<file path="src/rtl/button_debounce_repeat.sv">
// rtl/button_debounce_repeat.sv - debounce and auto-repeat conditioner for an active-low push-button
//
// Ports:
//   clk        system clock, all state on the rising edge
//   resetn     asynchronous active-low reset
//   pb         raw button pin, asynchronous, 0 = pressed
//   pb_state   debounced level, 1 = pressed
//   pb_down    one-cycle pulse when pb_state first shows 1
//   pb_up      one-cycle pulse when pb_state first shows 0
//   pb_repeat  one-cycle pulse on press and on every auto-repeat tick

module button_debounce_repeat #(
   parameter int DEBOUNCE_CYCLES = 65536,
   parameter int REPEAT_EN       = 1,
   parameter int REPEAT_DELAY    = 8000000,
   parameter int REPEAT_RATE     = 1600000
) (
   input  logic clk,
   input  logic resetn,
   input  logic pb,
   output logic pb_state,
   output logic pb_down,
   output logic pb_up,
   output logic pb_repeat
);

   localparam int            DW      = $clog2(DEBOUNCE_CYCLES);
   localparam logic [DW-1:0] DB_LAST = DW'(DEBOUNCE_CYCLES - 1);

   typedef enum logic [1:0] {
      ST_IDLE   = 2'd0,
      ST_DELAY  = 2'd1,
      ST_REPEAT = 2'd2
   } rep_state_e;

   logic          sync1_q;
   logic          sync2_q;
   logic          pressed_s;
   logic [DW-1:0] db_cnt_q;
   logic [DW-1:0] db_cnt_d;
   logic          pb_state_q;
   logic          pb_state_d;
   logic          pb_down_q;
   logic          pb_down_d;
   logic          pb_up_q;
   logic          pb_up_d;

   // Synchroniser flops reset to the released level so a held button after
   // reset is seen as a fresh press once the pipeline refills.
   always_ff @(posedge clk or negedge resetn) begin
      if (!resetn) begin
         sync1_q <= 1'b1;
         sync2_q <= 1'b1;
      end else begin
         sync1_q <= pb;
         sync2_q <= sync1_q;
      end
   end

   assign pressed_s = ~sync2_q;

   // Counter only runs while the synchronised level disagrees with the
   // debounced level; any agreement (a glitch back) clears it. The toggle
   // edge also produces the press/release event, which drives both the
   // edge pulses and the repeat FSM in the same cycle.
   always_comb begin
      db_cnt_d   = '0;
      pb_state_d = pb_state_q;
      pb_down_d  = 1'b0;
      pb_up_d    = 1'b0;
      if (pressed_s != pb_state_q) begin
         if (db_cnt_q == DB_LAST) begin
            pb_state_d = pressed_s;
            pb_down_d  = pressed_s;
            pb_up_d    = ~pressed_s;
         end else begin
            db_cnt_d = db_cnt_q + 1'b1;
         end
      end
   end

   always_ff @(posedge clk or negedge resetn) begin
      if (!resetn) begin
         db_cnt_q   <= '0;
         pb_state_q <= 1'b0;
         pb_down_q  <= 1'b0;
         pb_up_q    <= 1'b0;
      end else begin
         db_cnt_q   <= db_cnt_d;
         pb_state_q <= pb_state_d;
         pb_down_q  <= pb_down_d;
         pb_up_q    <= pb_up_d;
      end
   end

   assign pb_state = pb_state_q;
   assign pb_down  = pb_down_q;
   assign pb_up    = pb_up_q;

   generate
      if (REPEAT_EN != 0) begin : g_repeat
         localparam int            RMAX       = (REPEAT_DELAY > REPEAT_RATE) ? REPEAT_DELAY : REPEAT_RATE;
         localparam int            RW         = $clog2(RMAX + 1);
         localparam logic [RW-1:0] DELAY_LAST = RW'(REPEAT_DELAY - 1);
         localparam logic [RW-1:0] RATE_LAST  = RW'(REPEAT_RATE - 1);

         rep_state_e    state_q;
         logic [RW-1:0] rc_q;
         logic          pb_repeat_q;

         // Release is tested before the tick compare so a coinciding tick is
         // swallowed and the FSM goes straight back to idle.
         always_ff @(posedge clk or negedge resetn) begin
            if (!resetn) begin
               state_q     <= ST_IDLE;
               rc_q        <= '0;
               pb_repeat_q <= 1'b0;
            end else begin
               pb_repeat_q <= 1'b0;
               case (state_q)
                  ST_IDLE: begin
                     if (pb_down_d) begin
                        state_q     <= ST_DELAY;
                        rc_q        <= '0;
                        pb_repeat_q <= 1'b1;
                     end
                  end
                  ST_DELAY: begin
                     if (pb_up_d) begin
                        state_q <= ST_IDLE;
                        rc_q    <= '0;
                     end else if (rc_q == DELAY_LAST) begin
                        state_q     <= ST_REPEAT;
                        rc_q        <= '0;
                        pb_repeat_q <= 1'b1;
                     end else begin
                        rc_q <= rc_q + 1'b1;
                     end
                  end
                  ST_REPEAT: begin
                     if (pb_up_d) begin
                        state_q <= ST_IDLE;
                        rc_q    <= '0;
                     end else if (rc_q == RATE_LAST) begin
                        rc_q        <= '0;
                        pb_repeat_q <= 1'b1;
                     end else begin
                        rc_q <= rc_q + 1'b1;
                     end
                  end
                  default: begin
                     state_q <= ST_IDLE;
                     rc_q    <= '0;
                  end
               endcase
            end
         end

         assign pb_repeat = pb_repeat_q;
      end else begin : g_no_repeat
         assign pb_repeat = pb_down_q;
      end
   endgenerate

endmodule
</file>
<file path="config.mk">
export PLATFORM = sky130hd
export DESIGN_NAME = button_debounce_repeat
export DESIGN_NICKNAME = d
export VERILOG_FILES = /design/src/rtl/button_debounce_repeat.sv
export SDC_FILE = /design/constraint.sdc
export NUM_CORES = 1
export LEC_CHECK = 0
export ABC_CLOCK_PERIOD_IN_PS = 2700
export BUFFER_PORTS_ARGS = -buffer_cell sky130_fd_sc_hd__buf_2
export CAP_MARGIN = 40
export CORE_UTILIZATION = 50
export CTS_BUF_LIST = sky130_fd_sc_hd__clkbuf_4
export DETAILED_ROUTE_END_ITERATION = 10
export PLACE_DENSITY = 0.66
export SETUP_SLACK_MARGIN = 0.02
export SLEW_MARGIN = 40
export SYNTH_ARGS = -nofsm -noshare
export SYNTH_HDL_FRONTEND = slang
export SYNTH_SLANG_ARGS = --single-unit
export TNS_END_PERCENT = 30
</file>
<file path="constraint.sdc">
create_clock -name clk -period 2.7 [get_ports clk]
set_input_delay 0.135 -clock clk [delete_from_list [all_inputs] [get_ports clk]]
set_output_delay 0.135 -clock clk [all_outputs]
set_load 0.01 [all_outputs]
</file>
== Yosys cells after proc, flatten, opt, wreduce, memory -nomap -nowiden ==
Cells that the tools add are included.
Word-level totals
  register bits: 47
  bits of input ports: 3
  output and inout bits: 4
  logic and storage cells: 47
Operators by class
  add/subtract/negate cells: 2
  equal/unequal tests: 9
  multiplexer cells: 23
  bitwise operators: 1
  reductions and logical operators: 3
Operators with widths (count)
  $mux 23: 5
  $pmux 23 s3: 1
  $mux 16: 2
  $add 23x1->23 const B: 1
  $eq 23x21->1 const B: 1
  $eq 23x23->1 const B: 1
  $add 16x1->16 const B: 1
  $eq 16x16->1 const B: 1
  $mux 1: 9
  $mux 2: 4
  $pmux 2 s3: 1
  $ne 2x2->1 const B: 2
  $ne 3x3->1 const B: 1
  $pmux 1 s3: 1
  $reduce_and 3->1: 1
  $eq 2x1->1 const B: 1
  $eq 2x2->1 const B: 1
  $logic_not 2->1: 1
  $reduce_and 2->1: 1
  $ne 1x1->1: 1
  $not 1->1: 1

== Longest topological paths before layout ==
Gate-level depths: netlist (run 1).
  depth after elaboration: 5
  gate-level depth with buffers: 9
  depth with buffers taken out: 7

== Least setup slack after synthesis (run 1) ==
Ideal clock, no wire load.
  path kind: reg2reg
  from: register g_repeat.rc_q[15]
  to: register g_repeat.rc_q[20]
  library setup time: 0.128 ns
  arrival: 1.977 ns
  data required time: 2.572 ns
  setup slack: 0.595 ns
  cell stages (with the launch flop): 8
  path buffers: 1
  clock period less this slack: 2.105 ns
  cell sequence: dfrtp_1 or4_4 nor4_4 a21boi_1 o211a_1 buf_6 a31oi_1 o31ai_1
On the way
  word-level cells in the longest chain between the ends: 4
  elaborated cells between the ends (all ways): 8
  classes of those cells: add/sub: 1; eq/ne: 2; mux: 5
RTL lines
  start: declaration: line 108  | logic [RW-1:0] rc_q;
  start signal: assignment: line 137  | rc_q <= rc_q + 1'b1;
  start signal: assignment: line 148  | rc_q <= rc_q + 1'b1;
  $add 23x1->23, or another cell as far along: line 137, 148
  $mux 23 (on tied branches): line 144, 132
  $mux 23 (on tied branches): line 141, 129
  $pmux 23 s3 (*): line 120  | case (state_q)
Every way passes the cells marked *; elsewhere a longest branch is shown, timed or not.
A chain may end at the register's enable or synchronous reset.

== Worst setup path after layout (run 1) ==
  from: register g_repeat.rc_q[15]
  to: register g_repeat.rc_q[9]
On the way
  word-level cells in the longest chain between the ends: 4
  elaborated cells between the ends (all ways): 7
  classes of those cells: eq/ne: 2; mux: 5
RTL lines (line)
  $eq 23x21->1 / $eq 23x23->1 (equally long branches): 144, 132
  $mux 23 (on tied branches): 144, 132
  $mux 23 (on tied branches): 141, 129
  $pmux 23 s3 (*): 120
Marked as above.

==> results of run 1 <==
-- cells in the final DEF (no fill, tap or decap), types with 2 or more instances in the layout --
cell type and instances:
o311ai_1 8, dfrtp_1 45, nor3_1 4, buf_4 4, nor4_4 2, xnor2_1 7
and3_1 8, ha_1 6, nand4b_1 3, and2_1 3, dfstp_2 2, or4_1 3
a21oi_1 5, or3_1 2, inv_1 9, a31oi_1 2, dlygate4sd3_1 2, or2_2 2
o211ai_1 3, nor2_1 25, o31ai_1 3, xor2_1 7, clkbuf_4 5, nor4_1 2
o21ai_0 5, nand3_1 33, o21ai_1 7, nand4_1 7, buf_2 5, nand2_1 35
-- stage by stage --
stage	power, W	cells	util, %
after floorplan	0.0007377	275	-
after global placement	0.0007559	340	55.06
after detailed placement	0.0007565	340	55.12
after CTS	0.001179	350	57.12
after global routing	0.001207	350	57.12
final	0.001158	350	57.12
-- Yosys cell counts (3+ instances only) --
cell type | instances | share of area, %
a21oi_1 | 6 | 1.2
and2_1 | 3 | 0.74
and3_1 | 8 | 2.0
clkbuf_1 | 8 | 1.2
dfrtp_1 | 45 | 44
ha_1 | 6 | 2.9
inv_1 | 9 | 1.3
nand2_1 | 35 | 5.1
nand3_1 | 33 | 6.5
nand4_1 | 7 | 1.7
nand4b_1 | 3 | 1.0
nor2_1 | 25 | 3.7
nor3_1 | 4 | 0.78
o211ai_1 | 3 | 0.88
o21ai_0 | 5 | 0.98
o21ai_1 | 7 | 1.4
o311ai_1 | 8 | 2.7
o31ai_1 | 3 | 0.88
or4_1 | 3 | 0.88
xnor2_1 | 7 | 2.4
xor2_1 | 7 | 2.4
-- cell type report --
class	instances	share of cell area, %
clock inverter	3	1.410
tap	67	3.047
timing repair buffer	12	3.456
clock buffer	5	1.364
inverter	9	1.228
multi-input combinational	207	46.66
sequential	47	42.84
-- power breakdown --
group / internal [W] / total, W / switching [W]
clock: 0.000191 / 0.000414 / 0.000223
sequential: 0.000710 / 0.000715 / 0.00000512
combinational: 0.00000755 / 0.0000286 / 0.0000210
-- state kept, by name (all words and copies together) (netlist names) --
| signal | count |
|---|---|
| g_repeat.rc_q | 23 |
| db_cnt_q | 16 |
| g_repeat.state_q | 2 |
| pb_down | 1 |
| pb_repeat | 1 |
| pb_state | 1 |
| pb_up | 1 |
| sync1_q | 1 |
| sync2_q | 1 |
-- worst reg2reg max path: stages (launching register included) --
cell,delay (ps)
dfrtp_1,460
or4_4,540
nor4_4,320
a21boi_1,150
o211a_1,320
nand2_2,260
o311ai_1,140
-- metal layers --
layer | track usage (%) | vias to the layer above | routed length (µm)
met5 | 0 | - | 0
met4 | 4.487 | 0 | 15
met3 | 4.115 | 2 | 123
met2 | 34.66 | 25 | 2413
met1 | 27.52 | 973 | 2337
li1 | - | 1006 | -
-- worst paths after layout --
path | start | end | slack (ps) | cells past startpoint
min reg2reg | sync1_q | sync2_q | 370 | 0
max reg2reg | g_repeat.rc_q[15] | g_repeat.rc_q[9] | 380 | 6
min | resetn | db_cnt_q[11] | 320 | 2
max in group asynchronous | resetn | g_repeat.rc_q[6] | 1990 | 2
min in group clk | sync1_q | sync2_q | 370 | 0
max | g_repeat.rc_q[15] | g_repeat.rc_q[9] | 380 | 6
-- cell families (layout without fill, tap and decap cells) --
family / after synthesis / count (layout) / synth area share [%]
buffers and inverters: 21 / 29 / 3.723
and+or+nand+nor: 140 / 140 / 29.30
DFF: 47 / 47 / 46.15
xor gates and xnor gates: 14 / 14 / 4.802
adders and majority gates: 6 / 6 / 2.940
muxes: 1 / 1 / 0.3920
AOI/OAI and AO/OA: 46 / 46 / 12.69
-- repair_timing --
action                                  CTS  global route
endpoints found under the setup margin    0             0
hold buffers                              2             0
endpoints found under the hold margin    46             0
gates resized for setup                   0             0
==> flow_summary.json, run 1 <==
{
  "outcome": "completed",
  "wire_per_inst_um": 13.97,
  "worst_setup_path_end_kind": "flip-flop",
  "synth_cell_types": 54,
  "final.setup.tns_ps": 0,
  "hold_slack_ps": 321.4,
  "rsz0062_at_grt": "no",
  "fin_crit_sh_pct": 86.01,
  "vias": 2006,
  "drc": 0,
  "worstHoldPathType": "in2async",
  "syn-cell-area_um2": 2554,
  "die_area_um2": 5397,
  "path_buf_inv": 0,
  "synth_cells": 275,
  "path_class": "reg2reg",
  "overflow": 0,
  "die-width_um": 73.47,
  "synth_warnings": 0,
  "dpl-instance-area_um2": 2655,
  "post-cts-setup-buffers": 0,
  "crit_slowest_cell": "or4_4",
  "postLayoutCellArea_um2": 2751,
  "max_cap_viol_count": 0,
  "place_congestion": 0.7860,
  "place.port_buffers": 6,
  "rows": 25,
  "seqCellArea_um2": 1179,
  "pin_count": 7,
  "leakage_nw": 1.183,
  "avgSynthCellArea_um2": 9.286,
  "core_region_area_um2": 4817,
  "arrival_ps": 2560,
  "ir_drop_mv": 0.2337,
  "worst_slew_pin_slew_ps": 596.4,
  "clock_path_buffers": 2,
  "fill_cells": 451,
  "setup_slack_ps": 377.8,
  "area_growth_pct": 7.741,
  "clock.fmax_mhz": 430.6,
  "drt_wl_total_um": 4889,
  "post-place-ws_ps": 376.0,
  "cts_sinks": 47,
  "drive_gt1_share_pct": 11.31,
  "final_antenna_net_count": 0,
  "grt_pass1_vias": 1865,
  "cp_data_required_time_ps": 2940,
  "worst_setup_path_start_kind": "flip-flop",
  "synth_seq_area_share_pct": 46.15,
  "dr.pass1.iters": 4,
  "critPathMaxStageDelay_ps": 540,
  "vias_per_cell": 5.731,
  "grt_max_degree": 48,
  "worst_slew_margin_rel_pct": 60.24,
  "cts_root_buf": "clkbuf_4",
  "htree_levels": 2,
  "path_clk_slew_ps": 130,
  "die_h_um": 73.47,
  "nets": 291,
  "grt_first_pass_wirelength_um": 8652,
  "hold_viol": 0,
  "initial_core_util_pct": 53.01,
  "crit_chain": "or4_4, nor4_4, a21boi_1, o211a_1, nand2_2, o311ai_1",
  "min_period_ps": 2322,
  "slew_viol_final": 0,
  "synth_edf_count": 0,
  "clk_latency_ps": 350,
  "n_antenna_cell": 0,
  "setup_violations": 0,
  "synth_fp_nets": 284,
  "antenna_found_initial": 0,
  "cts_tree": "built",
  "clock_skew_ps": 5.711,
  "first_iter_violations": 72,
  "powerDensity_nw_per_um2": 420.7,
  "synthArstFlopShare_pct": 100.0,
  "critPathMaxFanout": 12,
  "numCtsBuffers": 5,
  "multiInputGateArea_um2": 1284,
  "globalRouteTotalUtil_pct": 20.60,
  "ys_ff_latch": 47,
  "critPathTopFamily": "simple AND/OR/NAND/NOR gates",
  "synth-main-ff-cell": "dfrtp_1",
  "dp.final_hpwl_um": 3389
}
(Power assumes the default switching activity.)
==> inputs of run 2 (changes only) <==
Settings changed: ABC_AREA set to 1.
==> run 2 against run 1 <==
Against the previous run:
- utilization decreased by 1.0 points
- hold slack worse by 29 ps
- global-route usage is 0.75 points higher
- register-to-register slack improved by 90 ps
- clock skew up 3.7 ps
- critical endpoint is now g_repeat.rc_q[22]
- highest routed layer unchanged
==> flow_summary.json, run 2 <==
{
  "clk_latency_ps": 370,
  "clock_skew_ps": 9.413,
  "outcome": "completed",
  "pin_count": 7,
  "initial_core_util_pct": 52.93,
  "synth-main-ff-cell": "dfrtp_1",
  "nets": 390,
  "dr.pass1.iters": 5,
  "p_sw_w": 0.0002534,
  "pwr-share-seq_pct": 65.3,
  "p_comb_share_pct": 2.7,
  "regMostFlops": "g_repeat.rc_q",
  "numCtsBuffers": 5,
  "powerDensity_nw_per_um2": 374.2,
  "yosysMostFrequentCell": "nand2_1",
  "vias_per_cell": 5.075,
  "path_class": "reg2reg",
  "yosys-top-cells-area": "dfrtp_1, nand2_1, nor2_1",
  "cp_data_required_time_ps": 2950,
  "ys_ff_latch": 47,
  "worst_setup_path_start_kind": "flip-flop",
  "antenna_found_initial": 0,
  "clkPwrFrac_pct": 32.0,
  "overflow": 0,
  "synthArstFlopShare_pct": 100.0,
  "die-width_um": 76.23,
  "place.port_buffers": 6,
  "r2r-start": "db_cnt_q[0]",
  "layout_common_cells": "nand2_1, nor2_1, inv_1, dfrtp_1, nand3_1",
  "core_region_area_um2": 5205,
  "leakage_nw": 1.444,
  "worstReg2RegEnd": "g_repeat.rc_q[22]",
  "htree_levels": 2,
  "min_period_ps": 2232,
  "drc": 0,
  "synth_cell_types": 37,
  "hold_viol": 0,
  "synth_warnings": 0,
  "grt_max_degree": 48,
  "worst_setup_path_end_kind": "flip-flop",
  "grt_first_pass_wirelength_um": 9970,
  "cts_root_buf": "clkbuf_4",
  "rrSetupSlack_ps": 470,
  "synth_fp_nets": 380,
  "setup_slack_ps": 467.6,
  "final_antenna_net_count": 0,
  "yosysTopAreaCell": "dfrtp_1",
  "switching_share_pct": 23.19,
  "layout_commonest_cell": "nand2_1",
  "setup_violations": 0,
  "arrival_ps": 2480,
  "dp.final_hpwl_um": 3955,
  "slew_viol_final": 0,
  "wire_per_inst_um": 12.13,
  "synth_cells": 371,
  "syn-cell-area_um2": 2755,
  "n_antenna_cell": 0,
  "avgSynthCellArea_um2": 7.426,
  "intPower_w": 0.0008395,
  "cts_sinks": 47,
  "critPathMaxFanout": 16,
  "placed_cells": 442,
  "critPathCapture": "g_repeat.rc_q[22]",
  "synth_common_cells": "nand2_1, nor2_1, inv_1, dfrtp_1, nand3_1",
  "drt_wl_total_um": 5483,
  "drive_gt1_share_pct": 8.639,
  "worstHoldPathType": "in2async",
  "max_cap_viol_count": 0,
  "ir_drop_mv": 0.1662,
  "top_regs": "g_repeat.rc_q (23), db_cnt_q (16), g_repeat.state_q (2)",
  "cts_tree": "built",
  "vias": 2294,
  "fin_crit_sh_pct": 82.68,
  "reg2regPathDepth": 10,
  "globalRouteTotalUtil_pct": 21.36,
  "post-place-ws_ps": 483.9,
  "final.setup.tns_ps": 0,
  "area_growth_pct": 5.995,
  "worst_slew_margin_rel_pct": 60.33,
  "first_iter_violations": 122,
  "worst_slew_pin_slew_ps": 595.1,
  "synth.top_cell.area_share_pct": 40.87,
  "grt_pass1_vias": 2220,
  "synth_edf_count": 0,
  "post-cts-setup-buffers": 0,
  "clock_path_buffers": 2,
  "clock.fmax_mhz": 448.0,
  "synth_seq_area_share_pct": 42.78,
  "die_h_um": 76.23,
  "die_area_um2": 5811,
  "rows": 26,
  "crit_path_start": "db_cnt_q[0]",
  "largest_reg_flops": 23,
  "path_clk_slew_ps": 130,
  "rsz0062_at_grt": "no",
  "place_congestion": 0.8813,
  "fin_cells": 452
}
==> run 2: cell count changes after synthesis, moves of 4 or more <==
| cell | previous run | this run |
|---|---|---|
| nand2_1 | 35 | 91 |
| inv_1 | 9 | 53 |
| nor2_1 | 25 | 61 |
| o311ai_1 | 8 | 0 |
| and3_1 | 8 | 1 |
| clkbuf_1 | 8 | 1 |
| xnor2_1 | 7 | 1 |
| o21ai_1 | 7 | 2 |
| a21oi_1 | 6 | 10 |
==> run 2: what timing repair did <==
action	4_1_cts	5_1_grt
hold buffers	2	0
setup endpoints to repair	0	0
resized for setup	0	0
hold endpoints to repair	46	0
==> run 2: cell families (layout without fill, tap and decap cells) <==
kind of cell	Yosys count	count (layout)	synth area share, %
fa+ha+maj	6	6	2.725
flops	47	47	42.78
buf+inv	61	72	8.946
simple gates	217	217	35.70
compound gates	29	29	6.358
xor+xnor	11	11	3.497
==> run 2: power by group through the flow <==
stage / registers [W] / logic, W / clock network, W
after global routing: 0.000714 / 0.0000352 / 0.000390
after detailed placement: 0.000727 / 0.0000288 / 0
final: 0.000713 / 0.0000293 / 0.000350
after CTS: 0.000714 / 0.0000310 / 0.000368
after floorplan: 0.000726 / 0.00000941 / 0
after global placement: 0.000726 / 0.0000278 / 0
==> run 2: metal layers <==
metal / up-vias / global-route usage (%) / wire length, µm
li1: 1185 / - / -
met1: 1053 / 29.07 / 2758
met2: 50 / 34.86 / 2445
met3: 6 / 3.593 / 212
met4: 0 / 6.346 / 68
met5: - / 0 / 0
==> run 2: layout make-up <==
| class | count | area [µm²] |
|---|---|---|
| clock buffers | 7 | 52.55 |
| multi-input cells | 263 | 1330 |
| fillers | 531 | 2285 |
| well taps | 70 | 87.58 |
| flip-flops and latches | 47 | 1179 |
| inverters | 55 | 206.4 |
| clock inverters | 1 | 5.005 |
| repair buffers | 9 | 60.06 |
==> run 2: metrics by stage <==
step	utilization, %	power [W]	hold slack (ps)	area, µm²
floorplan	-	0.0007356	-160.6	2755
global placement	54.57	0.0007543	241.2	2840
detailed placement	54.62	0.0007555	190.3	2843
CTS	56.11	0.001112	313.1	2920
global route	56.11	0.001139	357.3	2920
finish	56.11	0.001093	292.0	2920
==> run 2: critical path, stage by stage, from the launching register on <==
cell and delay [ps]:
dfrtp_1 390, ha_1 170, nand2_1 80, nor2_2 190, nand2_4 120, nor2_8 130, nand3_2 90, nand2_2 260
inv_2 160, a21oi_4 410, nor2_1 100
==> run 2: how the worst min path moves through the flow <==
stage / endpoint / cells after the start / slack, ps
CTS: g_repeat.rc_q[13] / 2 / 310
detailed placement: db_cnt_q[15] / 1 / 190
global placement: sync1_q / 1 / 240
floorplan: db_cnt_q[0] / 0 / -160
finish: db_cnt_q[15] / 2 / 290
global route: g_repeat.rc_q[8] / 2 / 360
